===== config.mk =====
export PLATFORM = sky130hd
export DESIGN_NAME = rr_shi_out_256
export DESIGN_NICKNAME = d
export VERILOG_FILES = /design/src/rtl/rr_shi_out_256.sv
export SDC_FILE = /design/constraint.sdc
export NUM_CORES = 1
export LEC_CHECK = 0
export CORE_AREA = 2 2 207 209
export CTS_CLUSTER_DIAMETER = 80
export DETAILED_ROUTE_END_ITERATION = 8
export DIE_AREA = 0 0 209 211
export PLACE_DENSITY_LB_ADDON = 0.1
export SKIP_LAST_GASP = 1
export SLEW_MARGIN = 20
export SYNTH_ARGS = -nofsm -noshare
export SYNTH_HDL_FRONTEND = slang
export SYNTH_SLANG_ARGS = --single-unit

===== constraint.sdc =====
create_clock -name clk -period 1.6 [get_ports clk]
set_input_delay 0.24 -clock clk [delete_from_list [all_inputs] [get_ports clk]]
set_output_delay 0.24 -clock clk [all_outputs]
set_load 0.005 [all_outputs]

===== src/rtl/rr_shi_out_256.sv =====
// ---------------------------------------------------------------------------
// rr_shi_out_256
//   Word-serial unloader for a 256-bit operand register. A result is
//   parallel-loaded, optionally doubled one bit at a time (the MSB falls
//   into carry_out), then streamed out least-significant word first as
//   NWORDS words of WORD_W bits under a valid/ready handshake. The words
//   leave in the same order the word loader consumes them, so a result can
//   be fed straight back into the datapath.
//
// Ports
//   clk         clock, all state updates on the rising edge
//   rst         synchronous reset, active-high
//   load        parallel load of din into the register (IDLE only)
//   din         parallel load data
//   shl         left shift of the register by one bit (IDLE only)
//   start       begin streaming NWORDS words (IDLE only)
//   dout        current word = register[WORD_W-1:0]
//   dout_valid  dout holds a word to transfer
//   dout_ready  downstream accepts dout
//   busy        high while streaming
//   done        one-cycle pulse after the last word transfers
//   carry_out   bit shifted out of the MSB by the most recent shl
//   regout      live register contents
// ---------------------------------------------------------------------------
module rr_shi_out_256 #(
  parameter int WORD_W = 16,
  parameter int NWORDS = 16
) (
  input  logic                       clk,
  input  logic                       rst,
  input  logic                       load,
  input  logic [WORD_W*NWORDS-1:0]   din,
  input  logic                       shl,
  input  logic                       start,
  output logic [WORD_W-1:0]          dout,
  output logic                       dout_valid,
  input  logic                       dout_ready,
  output logic                       busy,
  output logic                       done,
  output logic                       carry_out,
  output logic [WORD_W*NWORDS-1:0]   regout
);

  localparam int REG_W = WORD_W * NWORDS;
  localparam int CNT_W = (NWORDS > 1) ? $clog2(NWORDS) : 1;
  localparam logic [CNT_W-1:0] LAST_CNT = CNT_W'(NWORDS - 1);

  typedef enum logic {
    IDLE = 1'b0,
    SEND = 1'b1
  } state_t;

  state_t               state_q, state_d;
  logic [REG_W-1:0]     reg_q, reg_d;
  logic [CNT_W-1:0]     cnt_q, cnt_d;
  logic                 carry_q, carry_d;
  logic                 done_q, done_d;
  logic                 xfer;

  // Doubling: shift left by one, zero fills the LSB.
  function automatic logic [REG_W-1:0] dbl(input logic [REG_W-1:0] v);
    return {v[REG_W-2:0], 1'b0};
  endfunction

  // Moves the next word into the dout position while keeping every bit,
  // so a full stream leaves the register exactly as it was loaded.
  function automatic logic [REG_W-1:0] rot_word(input logic [REG_W-1:0] v);
    return {v[WORD_W-1:0], v[REG_W-1:WORD_W]};
  endfunction

  assign xfer = (state_q == SEND) && dout_ready;

  always_comb begin
    state_d = state_q;
    reg_d   = reg_q;
    cnt_d   = cnt_q;
    carry_d = carry_q;
    done_d  = 1'b0;
    unique case (state_q)
      IDLE: begin
        // One action per cycle; lower-priority requests are dropped.
        if (load) begin
          reg_d   = din;
          carry_d = 1'b0;
        end else if (shl) begin
          reg_d   = dbl(reg_q);
          carry_d = reg_q[REG_W-1];
        end else if (start) begin
          cnt_d   = '0;
          state_d = SEND;
        end
      end
      SEND: begin
        if (xfer) begin
          reg_d = rot_word(reg_q);
          if (cnt_q == LAST_CNT) begin
            cnt_d   = '0;
            state_d = IDLE;
            done_d  = 1'b1;
          end else begin
            cnt_d = cnt_q + 1'b1;
          end
        end
      end
      default: state_d = IDLE;
    endcase
  end

  // Register stage: reset clears the operand register as well, so an
  // aborted stream never leaves a partially rotated value behind.
  always_ff @(posedge clk) begin
    if (rst) begin
      state_q <= IDLE;
      reg_q   <= '0;
      cnt_q   <= '0;
      carry_q <= 1'b0;
      done_q  <= 1'b0;
    end else begin
      state_q <= state_d;
      reg_q   <= reg_d;
      cnt_q   <= cnt_d;
      carry_q <= carry_d;
      done_q  <= done_d;
    end
  end

  assign dout       = reg_q[WORD_W-1:0];
  assign dout_valid = (state_q == SEND);
  assign busy       = (state_q == SEND);
  assign done       = done_q;
  assign carry_out  = carry_q;
  assign regout     = reg_q;

endmodule


Word-level counts from Yosys, hierarchy flattened:

Index checks and enable logic that the tools add are counted.
W data, S select, Z words.

* mux-type cells: 19
* equal/unequal tests: 6
* bitwise operators: 2
* $add $sub $neg: 1
* reductions and logical operators: 6

Operator list (count)
* $mux W256: 3
* $pmux W256 S2: 1
* $mux W4: 5
* $mux W1: 8
* $pmux W4 S2: 1
* $ne A2 B2 Y1 const B: 3
* $add A4 B1 Y4 const B: 1
* $eq A4 B4 Y1 const B: 1
* $reduce_and A2 Y1: 2
* $reduce_and A4 Y1: 1
* $ne A3 B3 Y1 const B: 1
* $reduce_or A3 Y1: 1
* $ne A2 B1 Y1 const B: 1
* $not A1 Y1: 2
* $pmux W1 S2: 1
* $reduce_bool A2 Y1: 1
* $logic_and A1 B1 Y1: 1

* input port bits: 262
* output and inout bits: 276
* bits in registers: 263

Depth between registers and ports, before layout:

* depth in word-level cells: 4
* depth in mapped cells: 6
* depth with buffers taken out: 4

Least setup slack after synthesis:

OpenSTA, ideal clock, no wires.

* path type: register to register
* start: register state_q, in the netlist busy
* end: register reg_q[100], in the netlist regout[100]
* clock period less this slack: 1.583 ns
* path slack: 0.017 ns
* data required time: 1.478 ns
* path buffers: 3
* setup time: 0.122 ns
* stages on the path, launching flop included: 7
* arrival time: 1.461 ns
* cell sequence: dfxtp_1 > buf_4 > o21bai_2 > buf_2 > clkbuf_1 > nor3_1 > a221o_1

* longest elaborated chain between the ends: 3
* elaborated cells between the ends (all ways): 6
* those cells by class: eq/ne: 2; mux: 1; bitwise: 1; reduce/logical: 2

Ends and longest elaborated chain
* from (decl): RTL line 53 `state_t state_q, state_d;`
* from (signal assigned): RTL line 119 `state_q <= state_d;`
* $not A1 Y1 / $logic_and A1 B1 Y1 (equally long branches)
* $ne A3 B3 Y1 (no line) / $ne A2 B1 Y1 (equally long branches)
* $reduce_and A2 Y1 (no line)
* to (signal assigned): RTL line 120 `reg_q <= reg_d;`
* to (decl): RTL line 54 `logic [REG_W-1:0] reg_q, reg_d;`

Parallel ways exist; a longest one is shown, timed or not.
A chain may end at the register's enable or synchronous reset.

Worst setup path in the final report:

* start: register state_q, in the netlist busy
* end: register reg_q[137], in the netlist regout[137]

The elaborated chain is that of the path after synthesis.

==> out/metrics.json <==
{
  "run_status": {"value": "finished, violations left"},
  "violations": {"value": "setup timing"},
  "yosysWarnings": {"value": 0},
  "tritoncts_clock_tree": {"value": "done"},
  "leakage": {"value": 10.0, "unit": "nW"},
  "die-area": {"value": 44100, "unit": "um2"},
  "num_io_pins": {"value": 538},
  "total_grt_usage": {"value": 25.9, "unit": "%"},
  "commonest_non_fill_non_tap_cell_in_the_layout": {"value": "sky130_fd_sc_hd__dlygate4sd2_1"},
  "most-common-layout-cells": {"value": "sky130_fd_sc_hd__dlygate4sd2_1, sky130_fd_sc_hd__clkdlybuf4s50_1, sky130_fd_sc_hd__mux2i_1, sky130_fd_sc_hd__a221o_1, sky130_fd_sc_hd__nor3_1"},
  "post-route-period-util": {"value": 107, "unit": "%"},
  "crit_path_end_kind": {"value": "register"},
  "timing.final.ws_setup": {"value": -0.105, "unit": "ns"},
  "synthAdderAreaFrac": {"value": 0.0983, "unit": "%"},
  "max_clock_freq": {"value": 587, "unit": "MHz"},
  "max_slew.worst_pin.slew": {"value": 0.493, "unit": "ns"},
  "place.detailed.instances": {"value": 2299},
  "muxShareOfSynthArea": {"value": 20.1, "unit": "%"},
  "timing.hold.worst.class": {"value": "in -> reg"},
  "clock_insertion_delay_worst_skew": {"value": 0.56, "unit": "ns"},
  "finalNonFillerCells": {"value": 2435},
  "tritonroute_pass_1_iters": {"value": 5},
  "ratio_of_cells_with_drive_above_1_in_the_final_layout": {"value": 26.1, "unit": "%"},
  "tritoncts.num_buffers": {"value": 31},
  "drt-wirelength-per-cell": {"value": 24.9, "unit": "um"},
  "synth_area_leader_cell": {"value": "sky130_fd_sc_hd__dfxtp_1"},
  "finalWeightedCongestion": {"value": 0.905},
  "hold_viol": {"value": 0},
  "clock_tree.htree_level_count": {"value": 1},
  "setup.worst_path.start_class": {"value": "register"},
  "synth_top_area_share": {"value": 41.3, "unit": "%"},
  "netlist_top_cells_area": {"value": "sky130_fd_sc_hd__dfxtp_1, sky130_fd_sc_hd__mux2i_1, sky130_fd_sc_hd__a221o_1, sky130_fd_sc_hd__nor3_1, sky130_fd_sc_hd__buf_2"},
  "reg2reg_slack": {"value": -0.10, "unit": "ns"},
  "pwr_density": {"value": 868, "unit": "nW/um2"},
  "synth.distinct_cells": {"value": 29},
  "initial_utilization": {"value": 30.5, "unit": "%"},
  "antenna_found_initial": {"value": 11},
  "placementRows": {"value": 75},
  "layout_utilization": {"value": 52.4, "unit": "%"},
  "max_slew_margin": {"value": 67.1, "unit": "%"},
  "worstSetupPathType": {"value": "reg -> reg"},
  "register_area": {"value": 5800, "unit": "um2"},
  "ant_nets": {"value": 0},
  "nets_final": {"value": 2134},
  "rsz0062_at_grt": {"value": "true"},
  "combined_area_of_the_multi_input_logic_cells": {"value": 6680, "unit": "um2"},
  "detail_route.wirelength": {"value": 60600, "unit": "um"},
  "die_x": {"value": 209, "unit": "um"},
  "cts_sinks": {"value": 263},
  "compound_gate_fraction_of_synth_area": {"value": 20.7, "unit": "%"},
  "first_global_vias": {"value": 13500},
  "basic_gate_share_of_the_synthesized_area_counting_and_or_nand_and_nor_cells": {"value": 11.0, "unit": "%"},
  "critPathArrivalTime": {"value": 2.21, "unit": "ns"},
  "place.detailed.hpwl": {"value": 43300, "unit": "um"},
  "syn-cell-area": {"value": 12700, "unit": "um2"},
  "worst_ir_drop_vdd": {"value": 0.662, "unit": "mV"},
  "area_delta_synth_final": {"value": 71.7, "unit": "%"},
  "finalMaxSlewViolations": {"value": 0},
  "setup_violations": {"value": 220},
  "drv_cap": {"value": 0},
  "core": {"value": 41800, "unit": "um2"},
  "synth-xor-area-share": {"value": 0, "unit": "%"},
  "grt_first_pass_wirelength": {"value": 88000, "unit": "um"},
  "drc": {"value": 0},
  "fill_cell_total_of_the_finished_layout": {"value": 3899},
  "synth_top_family_by_area": {"value": "compound AO/OA/AOI/OAI gates"},
  "vias_cell": {"value": 5.58},
  "numPortBuffers": {"value": 537},
  "die_height": {"value": 211, "unit": "um"},
  "syn-num-nets": {"value": 1486},
  "clockBufferDepth": {"value": 3},
  "drt_first_iter_violations": {"value": 1056},
  "syn_inst": {"value": 1223},
  "postLayoutCellArea": {"value": 21900, "unit": "um2"},
  "placed_cell_area": {"value": 19800, "unit": "um2"},
  "grt_start_max_net_pins": {"value": 99},
  "clkSlewWorstSetupHoldPaths": {"value": 0.06, "unit": "ns"},
  "avgSynthCellArea": {"value": 10.4, "unit": "um2"},
  "ctsRootBufferMaster": {"value": "sky130_fd_sc_hd__clkbuf_16"},
  "number_of_synthesized_register_bits": {"value": 263},
  "worstPathRequired": {"value": 2.10, "unit": "ns"},
  "fin_worst_skew": {"value": 0.00805, "unit": "ns"},
  "path_max_fanout": {"value": 14},
  "global_route.overflow_total": {"value": 0},
  "period_minus_slack": {"value": 1.70, "unit": "ns"},
  "dr_total_vias": {"value": 13600},
  "synth_seq_area_share": {"value": 41.3, "unit": "%"}
}
[Yosys cell counts]
library cell               number
sky130_fd_sc_hd__dfxtp_1      263
sky130_fd_sc_hd__mux2i_1      256
sky130_fd_sc_hd__a221o_1      255
sky130_fd_sc_hd__nor3_1       255
sky130_fd_sc_hd__buf_2         72
sky130_fd_sc_hd__clkbuf_1      49
sky130_fd_sc_hd__buf_4         32
sky130_fd_sc_hd__nand3_1        6
sky130_fd_sc_hd__buf_6          5
sky130_fd_sc_hd__a21oi_1        4
sky130_fd_sc_hd__buf_1          3
sky130_fd_sc_hd__nand2_1        3
sky130_fd_sc_hd__nor2_1         3
sky130_fd_sc_hd__nand4_1        2
sky130_fd_sc_hd__a21oi_4        1
sky130_fd_sc_hd__a221oi_1       1
sky130_fd_sc_hd__a311o_1        1
sky130_fd_sc_hd__a31oi_1        1
sky130_fd_sc_hd__a32oi_1        1
sky130_fd_sc_hd__ha_1           1
sky130_fd_sc_hd__nand2b_1       1
sky130_fd_sc_hd__nand4b_1       1
sky130_fd_sc_hd__nor4b_1        1
sky130_fd_sc_hd__o21bai_2       1
sky130_fd_sc_hd__o31ai_1        1
sky130_fd_sc_hd__or3_1          1
sky130_fd_sc_hd__or3_4          1
sky130_fd_sc_hd__or3b_2         1
sky130_fd_sc_hd__or4b_2         1
[critical path, cell delays in order, from the launching register on]
cell	delay, ns
sky130_fd_sc_hd__dfxtp_2	0.32
sky130_fd_sc_hd__buf_6	0.11
sky130_fd_sc_hd__or3_4	0.37
sky130_fd_sc_hd__a21oi_4	0.18
sky130_fd_sc_hd__buf_12	0.15
sky130_fd_sc_hd__buf_16	0.17
sky130_fd_sc_hd__clkbuf_16	0.18
sky130_fd_sc_hd__a221o_1	0.15
[worst paths after layout]
| path | start | end | cells past startpoint |
|---|---|---|---|
| worst max-delay path | busy | regout[137] | 7 |
| worst min-delay path | load | busy | 4 |
| worst max register to register | busy | regout[137] | 7 |
| worst min register to register | cnt_q[1] | cnt_q[1] | 2 |
[power by group]
group          internal [W]  leakage, nW  switching [W]
Clock               0.00441        0.501        0.00283
Sequential          0.00701         2.27       0.000558
Combinational       0.00240         7.23        0.00179
[repair_timing]
item | CTS | global route
hold buffers | 1 | 0
pin swaps | 1 | 6
gates cloned | 2 | 7
hold endpoints to repair | 2 | 0
endpoints found under the setup margin | 278 | 264
gates resized for setup | 589 | 29
setup buffers | 65 | 6
[stage by stage]
step           hold WS, ns  setup slack, ns  power, W  setup TNS [ns]
2_1_floorplan        0.400           0.0173   0.00916               0
5_1_grt              0.262           -0.139    0.0197          -23.29
4_1_cts              0.237           -0.119    0.0190          -10.35
6_report             0.275           -0.105    0.0190          -13.64
3_3_place_gp         0.479           -0.338    0.0119          -76.81
3_5_place_dp         0.488           -0.347    0.0119          -75.80
[flip-flops by register name, indices dropped and copies added (netlist names)]
name / count
cnt_q: 4
done: 1
busy: 1
regout: 256
carry_out: 1
[metal layers]
| layer | global-route usage [%] | routed length, um | share of wire [%] | vias to the layer above |
|---|---|---|---|---|
| met2 | 42.9 | 28800 | 47 | 588 |
| met5 | 0 | 51 | 0.084 | - |
| li1 | - | - | - | 6249 |
| met1 | 33.1 | 25200 | 42 | 6649 |
| met4 | 8.42 | 1790 | 3.0 | 8 |
| met3 | 6.44 | 4720 | 7.8 | 105 |
[area by class of cell]
cell class / instances / share of cell area, %
flip-flops and latches: 263 / 26.5
multi-input cells: 799 / 30.5
repair buffers: 776 / 35.1
clock buffers: 47 / 4.23
clock inverters: 5 / 0.469
diodes: 6 / 0.0687
well taps: 539 / 3.08
[cells by family (layout without fill, tap and decap cells)]
kind of cell / after synthesis / count (layout)
AO/OA/AOI/OAI: 266 / 266
adder cells (fa/ha/maj): 1 / 1
buffers and inverters: 161 / 828
flip-flops: 263 / 263
multiplexers: 256 / 256
other: 0 / 6
AND/OR/NAND/NOR: 276 / 276
Power figures use the tool's default switching activity.
